File: src/rtl/stream_demux_1xn.sv
// stream_demux_1xn: registered 1-to-N valid/ready demultiplexer with out-of-range drop flag and saturating counter
module stream_demux_1xn #(
    parameter int WIDTH = 64,
    parameter int N     = 4,
    parameter int SEL_W = 2,
    parameter int CNT_W = 8
) (
    input  logic             clk,
    input  logic             reset_n,
    input  logic             flush,
    input  logic             in_valid,
    output logic             in_ready,
    input  logic [SEL_W-1:0] in_sel,
    input  logic [WIDTH-1:0] in_data,
    output logic [N-1:0]     out_valid,
    input  logic [N-1:0]     out_ready,
    output logic [WIDTH-1:0] out_data,
    output logic             err_drop,
    output logic [CNT_W-1:0] drop_cnt
);
    localparam int NP = 2 ** SEL_W;
    logic             hold_v_q, hold_v_d;
    logic [SEL_W-1:0] hold_sel_q, hold_sel_d;
    logic [WIDTH-1:0] hold_data_q, hold_data_d;
    logic             err_q, err_d;
    logic [CNT_W-1:0] cnt_q, cnt_d;
    logic [NP-1:0]    rdy_ext;
    logic             sel_rdy, drain, acc, sel_ok;
    // pad ready to the full select range so indexing by hold_sel_q is always in bounds
    assign rdy_ext  = NP'(out_ready);
    assign sel_rdy  = rdy_ext[hold_sel_q];
    assign drain    = hold_v_q && sel_rdy && !flush;
    assign in_ready = !flush && (!hold_v_q || sel_rdy);
    assign acc      = in_valid && in_ready;
    assign sel_ok   = {1'b0, in_sel} < (SEL_W + 1)'(N);
    assign out_data = hold_data_q;
    assign err_drop = err_q;
    assign drop_cnt = cnt_q;
    always_comb begin
        hold_v_d    = flush ? 1'b0 : (acc && sel_ok) ? 1'b1 : drain ? 1'b0 : hold_v_q;
        hold_sel_d  = (acc && sel_ok) ? in_sel : hold_sel_q;
        hold_data_d = (acc && sel_ok) ? in_data : hold_data_q;
        err_d       = acc && !sel_ok;
        cnt_d       = (err_d && cnt_q != '1) ? cnt_q + 1'b1 : cnt_q;
    end
    always_comb begin
        out_valid = '0;
        for (int i = 0; i < N; i++)
            out_valid[i] = hold_v_q && !flush && (hold_sel_q == SEL_W'(i));
    end
    always_ff @(posedge clk or negedge reset_n) begin
        if (!reset_n) begin
            hold_v_q    <= 1'b0;
            hold_sel_q  <= '0;
            hold_data_q <= '0;
            err_q       <= 1'b0;
            cnt_q       <= '0;
        end else begin
            hold_v_q    <= hold_v_d;
            hold_sel_q  <= hold_sel_d;
            hold_data_q <= hold_data_d;
            err_q       <= err_d;
            cnt_q       <= cnt_d;
        end
    end
endmodule

File: config.mk
export PLATFORM = sky130hd
export DESIGN_NAME = stream_demux_1xn
export DESIGN_NICKNAME = d
export VERILOG_FILES = /design/src/rtl/stream_demux_1xn.sv
export SDC_FILE = /design/constraint.sdc
export NUM_CORES = 1
export LEC_CHECK = 0
export CORE_ASPECT_RATIO = 0.5
export CORE_UTILIZATION = 38
export DETAILED_ROUTE_END_ITERATION = 12
export GPL_TIMING_DRIVEN = 0
export PLACE_DENSITY = 0.76
export SETUP_SLACK_MARGIN = 0.02
export SLEW_MARGIN = 20
export SYNTH_ARGS = -nofsm -noshare
export SYNTH_HDL_FRONTEND = slang
export SYNTH_SLANG_ARGS = --single-unit
File: constraint.sdc
create_clock -name clk -period 2.65 [get_ports clk]
set_clock_uncertainty 0.2 [all_clocks]
set_input_delay 0.53 -clock clk [delete_from_list [all_inputs] [get_ports clk]]
set_output_delay 0.53 -clock clk [all_outputs]
set_load 0.03 [all_outputs]
# --- Yosys cells after proc, flatten, opt, wreduce, memory -nomap -nowiden ---
# Cells that the tools add are included.
word_totals:
  regBits: 67
  inputBits: 74
classes:
  magnitude_cmp: 1
  reduce_logical: 14
  eq_ne: 3
  n_mux: 5
op_table:
  columns: ["cell", "n"]
  rows:
  - ["logical AND 1 bit", 9]
  - ["equality test 2 bit, second input constant", 2]
  - ["two-way mux 1 bit", 4]
  - ["< comparator 2 x 3 -> 1 bit, second input constant", 1]
  - ["nonzero test 3 bit", 1]
  - ["binary-select mux 1 bit (select 2 bit)", 1]
  - ["equality test 2 x 1 -> 1 bit, second input constant", 1]
  - ["logical NOT 1 bit", 2]
  - ["logical NOT 2 bit", 1]
  - ["logical OR 1 bit", 1]

# --- Longest topological paths before layout ---
# Gate-level depths: netlist of run 1.
depth:
  ltp_word: 7
  ltp_mapped: 6
  ltp_nobuf: 3

# --- Least setup slack after synthesis of run 1 ---
# OpenSTA, ideal clock, no wires.
synth_path:
  path_kind: "in2out"
  startpoint: "input flush"
  endpoint: "output out_valid[0]"
  path_slack_ns: 0.350
  arrival_ns: 1.570
  stages: 1
  n_path_buf: 0
  cell_sequence: "nor4b_1"
synth_via:
  elab_chain_len: 3
synth_rtl:
  columns: ["item", "line", "text"]
  rows:
  - ["start: declaration", "10", "input logic flush,"]
  - ["logical NOT 1 bit", "49", "out_valid[i] = hold_v_q && !flush && (hold_sel_q == SEL_W'(i));"]
  - ["logical AND 1 bit (2 in a row)", "49", null]
  - ["end: declaration", "15", "output logic [N-1:0] out_valid,"]
# No other way between the ends.

# --- Worst setup path in the final report of run 1 ---
layout_path:
  startpoint: "input flush"
  endpoint: "output out_valid[2]"
# Same word-level chain as after synthesis.

==> results of run 1 <==
repair_timing:
item	in CTS	in global routing
hold buffers	1	0
gates cloned	0	0
endpoints found under the hold margin	24	0
gates resized for setup	5	5
setup endpoints to repair	5	2
metrics by stage:
stage          setup TNS [ns]  setup slack [ns]  utilization (%)
6_report                    0           0.07684            67.22
5_1_grt                     0           0.03586            67.22
4_1_cts                     0           0.03585            67.28
3_5_place_dp          -0.8994           -0.2291            63.07
3_3_place_gp           -81.92            -1.216            62.81
2_1_floorplan               0            0.3496                -
layout by cell type, fill, tap and decap left out, types with 2 or more instances in the layout:
cell                              count
sky130_fd_sc_hd__buf_4               12
sky130_fd_sc_hd__a221oi_1             2
sky130_fd_sc_hd__buf_6                4
sky130_fd_sc_hd__clkdlybuf4s50_1    136
sky130_fd_sc_hd__mux2i_1              2
sky130_fd_sc_hd__conb_1               9
sky130_fd_sc_hd__buf_2                2
sky130_fd_sc_hd__nor4bb_1             2
sky130_fd_sc_hd__dlygate4sd2_1        3
sky130_fd_sc_hd__clkbuf_8             3
sky130_fd_sc_hd__dfrtp_1             67
sky130_fd_sc_hd__mux2_2              20
sky130_fd_sc_hd__clkinv_2             2
sky130_fd_sc_hd__mux2_1              46
sky130_fd_sc_hd__clkbuf_16            9
routing by layer:
metal  GRT usage (%)  vias up  share of wire, %
li1                -      886                 -
met5               0        -                 0
met2           33.66       45                55
met3           3.981        7               3.1
met4           5.820        0              0.83
met1           20.45      978                41
synth_stat cells:
master	n	area (um^2)
sky130_fd_sc_hd__mux2_1	46	518.0
sky130_fd_sc_hd__buf_4	11	82.58
sky130_fd_sc_hd__mux2_2	20	225.2
sky130_fd_sc_hd__conb_1	1	3.750
sky130_fd_sc_hd__dfrtp_1	67	1677
sky130_fd_sc_hd__nand2b_1	1	6.260
sky130_fd_sc_hd__buf_6	4	45.04
sky130_fd_sc_hd__and2_1	1	6.260
sky130_fd_sc_hd__nor4b_1	1	8.760
sky130_fd_sc_hd__buf_2	2	10.01
sky130_fd_sc_hd__a221oi_2	1	15.01
sky130_fd_sc_hd__a221oi_1	2	17.52
sky130_fd_sc_hd__nor2b_1	1	6.260
sky130_fd_sc_hd__mux2i_1	2	20.02
sky130_fd_sc_hd__and4b_1	1	10.01
sky130_fd_sc_hd__nor2_1	1	3.750
sky130_fd_sc_hd__nor4bb_1	2	20.02
logic make-up (layout without fill, tap and decap cells):
group | after synthesis | after routing | share of synthesized area, %
mux | 68 | 68 | 28.53
other cells | 1 | 9 | 0.1402
compound gates | 3 | 3 | 1.216
flops | 67 | 67 | 62.68
simple gates | 8 | 8 | 2.292
buf+inv | 17 | 176 | 5.145
area by class of cell:
type / instances / share of cell area, %
plain buffers: 17 / 3.032
clock buffers: 13 / 5.954
clock inverters: 2 / 0.2205
multi-input cells: 88 / 19.63
flip-flops and latches: 67 / 36.94
well taps: 92 / 2.536
repair buffers: 144 / 31.70
registers in the layout, indices dropped and copies added (netlist names):
register    count
hold_v_q        1
hold_sel_q      2
out_data       64
final timing paths:
| check | cells after the start | to | from |
|---|---|---|---|
| worst max-delay path | 3 | out_valid[2] | flush |
| worst min-delay path | 1 | out_data[7] | out_data[7] |
| worst max register to register | 6 | out_data[42] | hold_sel_q[1] |
| worst min register to register | 1 | out_data[7] | out_data[7] |
| max in group asynchronous | 3 | out_data[21] | reset_n |
| min in group asynchronous | 2 | out_data[23] | reset_n |
power by group:
group,switching [mW],total (mW),internal [mW]
logic,0.709,1.35,0.637
registers,0.117,1.36,1.25
clock network,0.391,1.09,0.700
total,1.22,3.80,2.59
==> metrics.log, run 1 <==
INFO  metric n_fill_cell = 476
INFO  metric synthesis.area = 2675 um^2
INFO  metric globalRouteTotalUtil = about 18%
INFO  metric wl_per_cell = 15.04 um
INFO  metric vias = 1916
INFO  metric finish.instance_area = 4539 um^2
INFO  metric cp_peak_stage_delay = 0.51 ns
INFO  metric drt-total-wl = about 6400 um
INFO  metric cts-root-buf = sky130_fd_sc_hd__clkbuf_16
INFO  metric timing.critical_path.buf_inv = 2
INFO  metric grt_max_degree = 44
INFO  metric timing.critical_path.arrival = 1.84 ns
INFO  metric sequential_cell_area_fraction_in_the_yosys_report = 62.68%
INFO  metric crit_family = buffers and inverters
INFO  metric setup_viol = 0
INFO  metric netlist-cell-type-count = 17
INFO  metric io_buffer_count = 142
INFO  metric setup.worst_path.start_class = input pin
INFO  metric worst_skew_pair.late_latency = 0.31 ns
INFO  metric placedCellCount = 407
INFO  metric placement.cell_area = 4259 um^2
INFO  metric synth_seq_cells = 67
INFO  metric required_time_at_the_worst_slack_endpoint = 1.92 ns
INFO  metric number_of_cells_in_the_finished_layout_apart_from_fillers = about 420
INFO  metric worstSetupPathType = input pin to primary output
INFO  metric register_area = roughly 1700 um^2
INFO  metric critical-path-slowest-cell = sky130_fd_sc_hd__clkdlybuf4s50_1
INFO  metric critPathCaptureType = primary output
INFO  metric initial_utilization = 39.61%
INFO  metric max-cap-violations = 0
INFO  metric gp_routability_congestion = 0.7117
INFO  metric min_period_over_period = between 90% and 100%
INFO  metric clk_transition_reported_paths = 0.05 ns
INFO  metric cp_max_fo = 7
INFO  metric antenna_found_initial = 0
INFO  metric core-area = between 6000 and 7000 um^2
INFO  metric multi_input_comb_area = 890.9 um^2
INFO  metric finalMaxSlewViolations = 0
INFO  metric synthesis_warnings = 0
INFO  metric route.detailed.drc = 0
INFO  metric area_delta_synth_final = 69.69%
INFO  metric max_clock_freq = just under 0.4 GHz
INFO  metric first_global_vias = 1997
INFO  metric min_period = ~2.6 ns
INFO  metric vdd.ir_drop.worst = between 300 and 400 uV
INFO  metric power.leakage = 1.938 nW
INFO  metric grt_remaining_overflow = 0
INFO  metric design.die.area = 7400 um^2
INFO  metric worst-r2r-setup-slack = roughly 0.5 ns
INFO  metric numClockSinks = 67
INFO  metric floorplan.die.width = 120.7 um
INFO  metric post_synthesis_cell_count = 164
INFO  metric share_of_layout_cells_above_drive_strength_1 = approximately 17%
INFO  metric cts_made_buffers = 9
INFO  metric cts_setup_buffers = 0
INFO  metric worstHoldPathType = flop to flop
INFO  metric max-clock-path-buffers = 2
INFO  metric synth.avg_cell_area = around 16 um^2
INFO  metric timing.hold.ws = 0.2843 ns
INFO  metric ant_nets = 0
INFO  metric worst_path_cell_chain = clkdlybuf4s50_1 -> nor4bb_1 -> dlygate4sd1_1
INFO  metric tritoncts = yes
INFO  metric vias_per_cell = 4.530
INFO  metric boundaryPins = approximately 150
INFO  metric dpl.hpwl = 4773 um
INFO  metric cts_max_level = 3
INFO  metric layout.nets = 401
INFO  metric first_pass_grt_wire_length = ~9700 um
INFO  metric die-height = roughly 61 um
INFO  metric dr.first_iter.drc_count = 42
INFO  metric antenna_cells = 0
INFO  metric detail_route.first_pass.iterations = 4
INFO  metric result_of_the_run = finished, final reports clean
INFO  metric grt_setup_unrepaired = false
INFO  metric power_density_over_the_cells = 837.6 nW/um^2
INFO  metric placementRows = 21
INFO  metric finalPower = about 3.8 mW
INFO  metric timing.final.hold_violations = 0
Power figures use the tool's default switching activity.
==> inputs of run 2 (changes only) <==
SLEW_MARGIN = 15   (was 20)
==> results of run 2 <==
Same layout as run 1: the final DEF is identical, and so are final timing and power.
